[config.mk]
export PLATFORM = sky130hd
export DESIGN_NAME = fetch_stage
export DESIGN_NICKNAME = d
export VERILOG_FILES = /design/src/rtl/fetch_pkg.sv /design/src/rtl/fetch_skid_buf.sv /design/src/rtl/fetch_stage.sv
export SDC_FILE = /design/constraint.sdc
export NUM_CORES = 1
export LEC_CHECK = 0
export ABC_AREA = 1
export CORE_MARGIN = 2
export CORE_UTILIZATION = 45
export DETAILED_ROUTE_END_ITERATION = 16
export PLACE_DENSITY_LB_ADDON = 0.1
export SLEW_MARGIN = 20
export SYNTH_ARGS = -nofsm -noshare
export SYNTH_HDL_FRONTEND = slang
export SYNTH_SLANG_ARGS = --single-unit
[constraint.sdc]
create_clock -name clk -period 2.9 [get_ports clk]
set_input_delay 0.58 -clock clk [delete_from_list [all_inputs] [get_ports clk]]
set_output_delay 0.58 -clock clk [all_outputs]
set_load 0.01 [all_outputs]
[src/rtl/fetch_pkg.sv]
// Shared types and constants for the instruction-fetch stage.
//   FETCH_PC_W / FETCH_INS_W : default PC and instruction widths
//   NOP_INSTR                : instruction word placed in IF/ID when it holds no instruction
//   fetch_state_t            : fetch sequencer states
//   fetch_pkt_t              : {pc, instr} pair carried by the skid buffer and IF/ID
package fetch_pkg;

  localparam int FETCH_PC_W  = 9;
  localparam int FETCH_INS_W = 32;

  localparam logic [FETCH_INS_W-1:0] NOP_INSTR = 32'h0000_0013;

  typedef enum logic {FS_BOOT, FS_RUN} fetch_state_t;

  typedef struct packed {
    logic [FETCH_PC_W-1:0]  pc;
    logic [FETCH_INS_W-1:0] instr;
  } fetch_pkt_t;

endpackage

[src/rtl/fetch_skid_buf.sv]
// One-entry holding register for a fetched instruction that arrives while
// the pipeline is stalled.
//   clk, reset : clock, synchronous active-high reset
//   flush_i    : discard the held entry (highest priority after reset)
//   load_i     : capture data_i
//   drain_i    : entry consumed this cycle
//   data_i     : packet to capture
//   valid_o    : an entry is held
//   data_o     : held packet
module fetch_skid_buf
  import fetch_pkg::*;
(
  input  logic       clk,
  input  logic       reset,
  input  logic       flush_i,
  input  logic       load_i,
  input  logic       drain_i,
  input  fetch_pkt_t data_i,
  output logic       valid_o,
  output fetch_pkt_t data_o
);

  logic       valid_q;
  fetch_pkt_t data_q;

  always_ff @(posedge clk) begin
    if (reset) begin
      valid_q <= 1'b0;
      data_q  <= '0;
    end else if (flush_i) begin
      valid_q <= 1'b0;
    end else if (load_i) begin
      valid_q <= 1'b1;
      data_q  <= data_i;
    end else if (drain_i) begin
      valid_q <= 1'b0;
    end
  end

  assign valid_o = valid_q;
  assign data_o  = data_q;

endmodule

[src/rtl/fetch_stage.sv]
// IF stage: owns the PC, issues instruction-memory reads, fills IF/ID.
//   clk, reset      : clock, synchronous active-high reset
//   pc_sel, br_pc   : redirect from the branch unit (target low 2 bits forced to 0)
//   stall           : hazard stall, holds IF/ID and blocks new requests
//   imem_req/addr   : read request (addr = pc_q); accepted when imem_req && imem_gnt
//   imem_gnt        : memory accepts the request
//   imem_rvalid/data: read response, exactly one cycle after acceptance
//   ifid_valid/pc/instr : IF/ID register (instr = NOP when not valid)
//   protocol_err    : sticky, response seen with nothing outstanding
//
// Handshake: a request transfers on a rising edge where imem_req && imem_gnt;
// imem_req only depends on state and on stall/pc_sel, never on imem_gnt, and
// the response for a transfer is imem_rvalid in the following cycle.
module fetch_stage
  import fetch_pkg::*;
#(
  parameter int              PC_W     = FETCH_PC_W,
  parameter int              INS_W    = FETCH_INS_W,
  parameter logic [PC_W-1:0] RESET_PC = '0
) (
  input  logic             clk,
  input  logic             reset,
  input  logic             pc_sel,
  input  logic [31:0]      br_pc,
  input  logic             stall,
  output logic             imem_req,
  output logic [PC_W-1:0]  imem_addr,
  input  logic             imem_gnt,
  input  logic             imem_rvalid,
  input  logic [INS_W-1:0] imem_rdata,
  output logic             ifid_valid,
  output logic [PC_W-1:0]  ifid_pc,
  output logic [INS_W-1:0] ifid_instr,
  output logic             protocol_err
);

  fetch_state_t     state_q;
  logic [PC_W-1:0]  pc_q, pc_d;
  logic [PC_W-1:0]  req_pc_q;
  logic             outstanding_q, outstanding_d;
  logic             kill_q, kill_d;
  logic             err_q;
  logic             ifid_valid_q;
  logic [PC_W-1:0]  ifid_pc_q;
  logic [INS_W-1:0] ifid_instr_q;

  logic             hs, rsp, deliver;
  logic [PC_W-1:0]  br_target;
  logic             buf_valid, buf_load, buf_drain;
  fetch_pkt_t       buf_data, rsp_pkt;
  logic             br_pc_unused;

  assign br_pc_unused = ^{br_pc[31:PC_W], br_pc[1:0]};
  assign br_target    = {br_pc[PC_W-1:2], 2'b00};

  assign imem_req  = (state_q == FS_RUN) && !buf_valid && !stall && !pc_sel;
  assign imem_addr = pc_q;
  assign hs        = imem_req && imem_gnt;

  // During FS_BOOT any response belongs to a request accepted before reset,
  // so it is ignored rather than flagged.
  assign rsp     = imem_rvalid && (state_q == FS_RUN);
  assign deliver = rsp && outstanding_q && !kill_q;

  assign rsp_pkt.pc    = req_pc_q;
  assign rsp_pkt.instr = imem_rdata;

  always_comb begin
    pc_d          = pc_q;
    outstanding_d = outstanding_q;
    kill_d        = kill_q;
    if (imem_rvalid) begin
      outstanding_d = 1'b0;
      kill_d        = 1'b0;
    end
    if (hs) begin
      outstanding_d = 1'b1;
      pc_d          = pc_q + PC_W'(4);
    end
    // A read still in flight after this cycle belongs to the wrong path.
    if (pc_sel) begin
      pc_d   = br_target;
      kill_d = outstanding_d;
    end
  end

  assign buf_load  = !pc_sel && stall && deliver;
  assign buf_drain = !pc_sel && !stall && buf_valid;

  fetch_skid_buf u_skid (
    .clk     (clk),
    .reset   (reset),
    .flush_i (pc_sel),
    .load_i  (buf_load),
    .drain_i (buf_drain),
    .data_i  (rsp_pkt),
    .valid_o (buf_valid),
    .data_o  (buf_data)
  );

  always_ff @(posedge clk) begin
    if (reset) begin
      state_q       <= FS_BOOT;
      pc_q          <= RESET_PC;
      req_pc_q      <= '0;
      outstanding_q <= 1'b0;
      kill_q        <= 1'b0;
      err_q         <= 1'b0;
      ifid_valid_q  <= 1'b0;
      ifid_pc_q     <= '0;
      ifid_instr_q  <= NOP_INSTR;
    end else begin
      case (state_q)
        FS_BOOT: state_q <= FS_RUN;
        default: state_q <= FS_RUN;
      endcase
      pc_q          <= pc_d;
      outstanding_q <= outstanding_d;
      kill_q        <= kill_d;
      if (hs) req_pc_q <= pc_q;
      if (rsp && !outstanding_q) err_q <= 1'b1;

      if (pc_sel) begin
        ifid_valid_q <= 1'b0;
        ifid_instr_q <= NOP_INSTR;
      end else if (stall) begin
        // IF/ID holds; a delivered response is parked in the skid buffer.
      end else if (buf_valid) begin
        ifid_valid_q <= 1'b1;
        ifid_pc_q    <= buf_data.pc;
        ifid_instr_q <= buf_data.instr;
      end else if (deliver) begin
        ifid_valid_q <= 1'b1;
        ifid_pc_q    <= req_pc_q;
        ifid_instr_q <= imem_rdata;
      end else begin
        ifid_valid_q <= 1'b0;
        ifid_instr_q <= NOP_INSTR;
      end
    end
  end

  // No request is issued while the buffer is full, so a delivery can never
  // collide with a held entry.
  assert property (@(posedge clk) disable iff (reset) !(deliver && buf_valid));

  assign ifid_valid   = ifid_valid_q;
  assign ifid_pc      = ifid_pc_q;
  assign ifid_instr   = ifid_instr_q;
  assign protocol_err = err_q;

endmodule

Word level (Yosys, flattened, before mapping)
Index checks and enable logic that the tools add are counted.
Word-level totals
  bits in registers: 106
  input port bits: 70
  output and inout port bits: 53
  logic and storage cells: 55
Operators by class
  add/sub/neg operators: 1
  multiplexer cells: 15
  bitwise gates (word level): 2
  reduce and logical (&&, ||, !) cells: 24
Operators by type and width (number)
  $mux 32: 2
  $mux 9: 4
  $logic_and 1x1->1: 12
  $add 9x3->9 const B: 1
  $mux 1: 9
  $reduce_bool 2->1: 4
  $logic_not 1->1: 5
  $reduce_and 3->1: 1
  $not 1->1: 2
  $reduce_and 2->1: 1
  $reduce_or 2->1: 1

Longest topological paths before layout
Gate-level depths: netlist (run 1).
  depth in word-level cells: 7
  gate-level depth with buffers: 10
  gate-level depth less buffers: 8

Cells and area by module
From an unflattened synthesis (run 1), not the netlist that was laid out.
Second synthesis, totals
  cell total of the unflattened synthesis: 658
  area total of the unflattened synthesis: 4561.9 sq um
By module, submodules not included
  fetch_stage: times used 1, cells each 386, area each 2756.4 sq um, sequential area each 1201.2 sq um
  fetch_skid_buf: times used 1, cells each 272, area each 1805.5 sq um, sequential area each 840.8 sq um

Least setup slack after synthesis (run 1)
OpenSTA, ideal clock, no wires.
  path kind: reg2out
  start point: register u_skid.valid_q (netlist: u_skid.valid_o)
  end point: output port imem_req
  data arrival time: 1123 ps
  data required time: 2320 ps
  slack: 1197 ps
  stages on the path, launching flop included: 7
  path buffers: 3
  path through: dfxtp_1 -> buf_2 -> inv_1 -> buf_2 -> buf_2 -> nand2_1 -> nor2_1
On the way
  word-level cells in the longest chain between the ends: 4
Ends and longest elaborated chain
  start, declared: line fetch_skid_buf.sv:23  | logic valid_q;
  start signal, assigned: line fetch_skid_buf.sv:28  | valid_q <= 1'b0;
  start signal, assigned: line fetch_skid_buf.sv:31  | valid_q <= 1'b0;
  start signal, assigned: line fetch_skid_buf.sv:33  | valid_q <= 1'b1;
  $logic_not 1->1: line fetch_stage.sv:56  | assign imem_req = (state_q == FS_RUN) && !buf_valid && !stall && !pc_sel;
  $logic_and 1x1->1 (3 in a row): line fetch_stage.sv:56
  end, declared: line fetch_stage.sv:26  | output logic imem_req,
Every way passes these cells.

Final worst setup path (run 1)
  start point: input port stall
  end point: output port imem_req
On the way
  word-level cells in the longest chain between the ends: 3
Ends and longest elaborated chain
  start, declared: line fetch_stage.sv:25  | input logic stall,
  $logic_not 1->1: line fetch_stage.sv:56
  $logic_and 1x1->1 (2 in a row): line fetch_stage.sv:56
Every way passes these cells.

==> results.txt, run 1 <==
* Run status: finished clean
- Detailed-route wire length: approximately 11 mm
- In this run the cell area measured after placement is 5060 sq um.
- In this run the count of I/O pins placed on the die edge is approximately 120.
* Maximum clock rate: ~0.39 GHz
- Root buffer cell: sky130_fd_sc_hd__clkbuf_8
* Final antenna diode count: 0
- Number of clock buffers inserted by TritonCTS: 9
- After synthesis, the share of cell area in mux cells is 0%.
* Total die area: about 9900 sq um
* Count of hold buffers inserted by post-cts repair: 0
- Die Y-Extent: slightly below 100 um
- By area, the combinational part of the netlist is dominated by simple AND/OR/NAND/NOR gates.
- Cell types occupying the most area after synthesis: sky130_fd_sc_hd__dfxtp_1 (48%), sky130_fd_sc_hd__a21oi_1 (9.5%), sky130_fd_sc_hd__nor2_1 (9.3%)
- Part of the total power dissipated in sequential elements: between 50% and 60%
* Drt initial violations: 180
* Number of standard cells in the layout, taps in and fillers out: around 750
* Critical path arrival: between 1.5 and 2 ns
- Die Wd: ~99 um
- At the end of the flow, the number of nets in the layout was 704.
* Worst hold path class: reg2reg
- Deepest clock path buffer count: 2
- OpenSTA, run right after detailed placement, puts the worst setup slack at around 0.35 ns.
- Fraction of power consumed by the clock network: 35.0%
* Clock sink total: slightly below 100
* Sw Pwr: approximately 630 uW
- Largest net degree at the start of global routing: 44
- Across the run, the number of max-cap violations was 0.
- The first global-routing pass estimated approximately 18 mm of wire.
- Of the total synthesized cell area, the portion taken by AND, OR, NAND and NOR gates is 24.3%.
- Mean post-synth cell area: 7.35 sq um
- Instance count of the mapped netlist: about 560
- Area fraction of the dominant cell type after synthesis: about 48%
* P_leak: 2.06 nW
- Switching power as a share of total power: between 20% and 30%
- Cell-internal power: ~1.9 mW
- Global routing finished with a remaining overflow of 0.
- Area fraction in compound gates after synthesis: a little under a fifth
- Of the total synthesized cell area, the portion taken by XOR and XNOR cells is less than 1%.
* Count of warnings emitted by yosys: 0
- Clock Skew: 0.0113 ns
* Unrepaired setup endpoints after global routing: no
* Routed Antenna Nets: 0
- Of the cells placed in the final design, the portion with a size suffix greater than 1 is under 10%.
- After floorplanning, the core was divided into 34 placement rows.
- Adder and majority gate portion of the synthesized area: less than 1%
- Crit path capture type: output pin
* Clock Latency Late Sink: 0.36 ns
- The pre-antenna-repair detailed-routing pass consisted of 4 iterations.
* Starting density of the core: a little under half
- CTS tree: done
* Gr usage total: between 20 and 25%
- At the worst endpoint, the required time is 2.32 ns.
* Count of different cell masters after synthesis: 26
* Final setup violating endpoints: 0
- Final critical delay including setup and external delays: about 2.5 ns
- Routability congestion estimate: 0.884
- The wire-length estimate of the detail-placed layout is a little under 7 mm.
* Total negative slack: 0 ns
* Area Growth Syn to Fin: 28.4%
- Comb pwr share: between 10% and 20%
- For this design the ratio of total power to cell area is around 480 nW/um^2.
* H-tree depth: 3
- Fillers: 836
* Seq/Total Area, Yosys: between 40% and 50%
- Post-route standard cell area excluding fillers: ~5300 sq um
- Input and output buffers added on the ports amount to 93.
* Worst Setup Start Kind: input pin
- Routed length per placed instance: roughly 15 um
- The via count of the first global-routing pass came to 3728.
- For this run, design rule violations remaining after detail routing come to 0.
- The floorplan step defined a core boundary enclosing about 8800 sq um.
- After layout, the design draws a total of about 2.5 mW.
- After clock tree synthesis, the clock-pin slew on the worst setup and hold paths is 0.09 ns.
- Maximum fanout along the worst path: 2
* Final period util: around 87%
- Number of hold violations in the final report: 0
- Initial antenna violation count: 0
* Max Slew Vio Count: 0
* Number of cells after detailed placement: 730
- Post-CTS setup-driven buffer insertion count: 0
- By startpoint and endpoint, the worst setup path is classified as in2out.
- Across all setup checks in the final design, the least slack found is 0.367 ns.
* Synth Register Bits: a little under 100
* Cell type with the largest total area after synthesis: sky130_fd_sc_hd__dfxtp_1
- Maximum VDD drop: approximately 240 uV
- Total number of vias: ~4000
- Resize count post-CTS: 0
- Using the TritonRoute via totals, the vias-per-cell ratio works out to between 5 and 6.
* Cell area after synthesis: 4100 sq um
-- per-stage QoR --
stage	utilization, %	hold slack (ns)
3_3_place_gp	57.8	0.448
5_1_grt	60.0	0.480
2_1_floorplan	-	0.439
4_1_cts	60.0	0.468
3_5_place_dp	57.8	0.455
6_report	60.0	0.466
-- worst max-delay path: stages --
cell	delay, ns
sky130_fd_sc_hd__clkdlybuf4s50_1	0.49
sky130_fd_sc_hd__nor2_4	0.15
sky130_fd_sc_hd__inv_1	0.06
sky130_fd_sc_hd__nor2_1	0.09
sky130_fd_sc_hd__clkdlybuf4s50_1	0.58
-- layer usage --
layer / vias up / track usage (%) / routed length, um
met3: 6 / 3.94 / 604
met4: 0 / 4.85 / 63
met2: 124 / 36.0 / 4960
met1: 1837 / 31.0 / 5260
met5: - / 0 / 0
li1: 1985 / - / -
-- synthesized netlist by cell type, drive strengths merged --
cell type and n:
nand3 42, nand4 8, nor2 107, a21oi 78
nand2 76, clkbuf 19, a31oi 1, o21ai 69
buf 26, o21bai 2, conb 1, xnor2 1
dfxtp 98, o22ai 3, ha 1, inv 25
-- cells in the final DEF, fill, tap and decap left out, types with 3 or more instances in the layout --
| master | instances |
|---|---|
| sky130_fd_sc_hd__a21oi_1 | 78 |
| sky130_fd_sc_hd__buf_4 | 12 |
| sky130_fd_sc_hd__clkbuf_8 | 9 |
| sky130_fd_sc_hd__clkdlybuf4s50_1 | 93 |
| sky130_fd_sc_hd__conb_1 | 4 |
| sky130_fd_sc_hd__dfxtp_1 | 98 |
| sky130_fd_sc_hd__inv_1 | 20 |
| sky130_fd_sc_hd__inv_2 | 5 |
| sky130_fd_sc_hd__nand2_1 | 74 |
| sky130_fd_sc_hd__nand3_1 | 41 |
| sky130_fd_sc_hd__nand4_1 | 7 |
| sky130_fd_sc_hd__nor2_1 | 102 |
| sky130_fd_sc_hd__nor2_4 | 4 |
| sky130_fd_sc_hd__o21ai_0 | 63 |
| sky130_fd_sc_hd__o21ai_1 | 5 |
| sky130_fd_sc_hd__o22ai_1 | 3 |
-- power by group through the flow --
stage | registers, mW | logic (mW) | clock network [mW]
floorplan | 1.43 | 0.109 | 0
global placement | 1.42 | 0.251 | 0
detailed placement | 1.42 | 0.252 | 0
CTS | 1.39 | 0.254 | 0.902
global route | 1.40 | 0.277 | 0.955
finish | 1.39 | 0.253 | 0.886
-- cell families (layout without fill, tap and decap cells) --
kind of cell,after synthesis,in the layout
AO/OA/AOI/OAI,153,153
other,1,4
flip-flops,98,98
AND/OR/NAND/NOR,233,233
XOR/XNOR,1,1
buffers and inverters,70,148
adder cells (fa/ha/maj),1,1
-- flip-flops by register name (all words and copies together), names as in the netlist --
signal / count
imem_addr: 7
ifid_pc: 7
kill_q: 1
u_skid.valid_o: 1
protocol_err: 1
ifid_instr: 32
state_q: 1
req_pc_q: 7
u_skid.data_o: 39
ifid_valid: 1
outstanding_q: 1
-- cell type report --
type	instances	area, sq um	area share, %
inverter	25	93.8	1.78
timing repair buffer	107	1060	20.2
clock inverter	6	67.6	1.28
clock buffer	10	128	2.43
multi-input combinational	392	1810	34.5
tap	108	135	2.57
sequential	98	1960	37.3
-- worst paths after layout --
check	start	to	slack, ns	depth (start not counted)
worst max-delay path	stall	imem_req	0.37	5
worst min-delay path	u_skid.data_o[28]	u_skid.data_o[28]	0.47	2
worst max register to register	u_skid.valid_o	imem_addr[5]	1.22	8
worst min register to register	u_skid.data_o[28]	u_skid.data_o[28]	0.47	2
(Power assumes the default switching activity.)
==> run 2: changes to the inputs <==
Settings changed: CTS_BUF_LIST set to sky130_fd_sc_hd__clkbuf_4.
==> run 2 against run 1 <==
Maximum frequency rose by 0.27%. Via count rose by 0.25%. Critical path depth is the same. Design area is 1.0% lower. Critical endpoint unchanged. Highest routed layer unchanged.
==> results.txt, run 2 (synthesis gave the netlist of run 1 again) <==
- Clock sink total: 98 (unchanged)
- The final-report hold violation count came to 0 (unchanged).
- The final worst-path setup slack is 0.374 ns (+0.00690 ns).
- The critical path ends at imem_req.
* Layout cells sized above 1: 7.05% (+0.16 points)
- The largest driver fanout on the critical path is 2 (unchanged).
* Final period util: 87.1% (-0.24 points)
* Clock Skew: 0.0173 ns (+0.00601 ns)
- Number of detailed-routing iterations run before antenna repair: 4 (unchanged)
- The routed wire length per instance was 14.5 um (-0.56%).
- Initial antenna violation count: 0 (unchanged)
* Rows: 34 (unchanged)
* Final antenna diode count: 0 (unchanged)
* CTS tree: done
- The count of routing violations after the opening detailed-route iteration came to 201 (+12%).
* Clock Latency Late Sink: 0.45 ns (+0.09 ns)
- Port Buf Inserts: 93 (unchanged)
* Global-route wire length before repair: 18.0 mm (about the same)
* Commonest non-fill, non-tap cell in the layout: sky130_fd_sc_hd__nor2_1
- The max-capacitance violation count is 0 (unchanged).
* IO Pins: 123 (unchanged)
- Resize count post-CTS: 0 (unchanged)
- Placement Cell Area: 5060 sq um (unchanged)
* P_leak: 2.04 nW (-0.96%)
* Via count of the first global-routing pass: 3737 (+0.24%)
- The placed instance count came to 730 (unchanged).
* Number of cells on the worst hold path: 2 (unchanged)
* Final critical delay including setup and external delays: 2.53 ns (-0.00690 ns)
- Max Slew Vio Count: 0 (unchanged)
* Deepest clock path buffer count: 2 (unchanged)
* Die Wd: 99.4 um (unchanged)
* Remaining global-route overflow: 0 (unchanged)
- The detail-routed via count per cell is 5.31 (+0.25%).
* Crit path capture type: output pin
- The worst vdd rail ir drop came to 226 uV (-6.6%).
* Die Y-Extent: 99.4 um (unchanged)
- Unrepaired setup endpoints after global routing: no
* Starting density of the core: 46.7% (unchanged)
- The worst setup path is launched from an input pin.
- The buffers inserted during post-CTS setup optimization was 0 (unchanged).
* Count of hold buffers inserted by post-cts repair: 0 (unchanged)
- Routed Antenna Nets: 0 (unchanged)
* Final cell utilization of the core: 59.4% (-0.60 points)
- The post-route standard cell area excluding fillers is 5210 sq um (-1.0%).
* Maximum clock rate: 0.396 GHz (+0.27%)
- R2R Path End: imem_addr[5]
- The library cells used most frequently in the layout, excluding fill and tap cells, are sky130_fd_sc_hd__nor2_1 (102), sky130_fd_sc_hd__dfxtp_1 (98), sky130_fd_sc_hd__clkdlybuf4s50_1 (93).
- The clock edge transition at the registers on the reported setup and hold paths was 0.14 ns (+0.05 ns).
* Detailed-route wire length: 10.8 mm (-0.56%)
* Number of standard cells in the layout, taps in and fillers out: 746 (unchanged)
- Total number of vias: 3962 (+0.25%)
- The placeable core region came to 8760 sq um (unchanged).
- The worst hold path belongs to the class reg2reg.
* Routability congestion estimate: 0.884 (unchanged)
- Type of the setup path with the least slack: in2out
- The pin count of the biggest net entering global routing is 44 (unchanged).
- The flip-flop count of the largest register, all copies and words added is 39 (unchanged).
- Pwr dens: 459 nW/um^2 (-4.5%)
* Post-layout nets: 704 (unchanged)
- The total clock buffers created by CTS was 9 (unchanged).
- The most critical setup path has its startpoint at stall.
- Residual DRC: 0 (unchanged)
- The critical path arrival is 1.95 ns (about the same).
- R2R depth: 8 (unchanged)
- The area growth from synthesis to layout is 27.1%.
- The final setup violation count is 0 (unchanged).
* Run status: finished clean
- Setup slack after placement: 0.352 ns (unchanged)
* Gr usage total: 22.3% (+0.14 points)
- The total negative slack for setup checks is 0 ns (unchanged).
* Total die area: 9880 sq um (unchanged)
- The slack of the worst reg-to-reg path is 1.20 ns (-0.02 ns).
- The required time of the critical path came to 2.32 ns (about the same).
- The cell sitting at the root of the clock tree is a sky130_fd_sc_hd__clkbuf_4.
* HPWL after DPL: 6.88 mm (unchanged)
* H-tree depth: 3 (unchanged)
- Worst flop-to-flop path startpoint: u_skid.valid_o
[run 2: area by class of cell]
cell class / instances / area (sq um)
inverters: 25 / 93.8
multi-input cells: 392 / 1810
clock inverters: 6 / 67.6
well taps: 108 / 135
clock buffers: 10 / 75.1
fillers: 838 / 3560
repair buffers: 107 / 1060
flip-flops and latches: 98 / 1960
[run 2: worst min path at each step]
stage | from | to | slack [ns]
2_1_floorplan | u_skid.data_o[26] | u_skid.data_o[26] | 0.44
3_3_place_gp | u_skid.data_o[27] | u_skid.data_o[27] | 0.45
3_5_place_dp | u_skid.data_o[26] | u_skid.data_o[26] | 0.46
4_1_cts | u_skid.data_o[28] | u_skid.data_o[28] | 0.47
5_1_grt | u_skid.data_o[26] | u_skid.data_o[26] | 0.49
6_report | u_skid.data_o[28] | u_skid.data_o[28] | 0.47
[run 2: worst max-delay path, cell delays in order]
cell and delay (ns):
sky130_fd_sc_hd__clkdlybuf4s50_1 0.48, sky130_fd_sc_hd__nor2_4 0.15, sky130_fd_sc_hd__inv_1 0.06, sky130_fd_sc_hd__nor2_1 0.09, sky130_fd_sc_hd__clkdlybuf4s50_1 0.58
[run 2: where the power goes]
group	internal, mW	switching, mW
combinational	0.128	0.125
sequential	1.37	0.0211
clock	0.274	0.471
total	1.77	0.616
[run 2: metal layers]
| layer | up-vias | share of wire (%) | global-route usage [%] | wire length, um |
|---|---|---|---|---|
| li1 | 1983 | - | - | - |
| met1 | 1838 | 48 | 30.8 | 5160 |
| met3 | 11 | 5.4 | 3.79 | 582 |
| met5 | - | 0 | 0 | 0 |
| met2 | 130 | 46 | 35.7 | 4970 |
| met4 | 0 | 1.1 | 7.17 | 117 |
[run 2: through the flow]
step,hold slack (ns),power [mW]
after floorplan,0.439,1.54
after global placement,0.448,1.67
after detailed placement,0.455,1.67
after CTS,0.474,2.41
after global routing,0.486,2.49
final,0.472,2.39
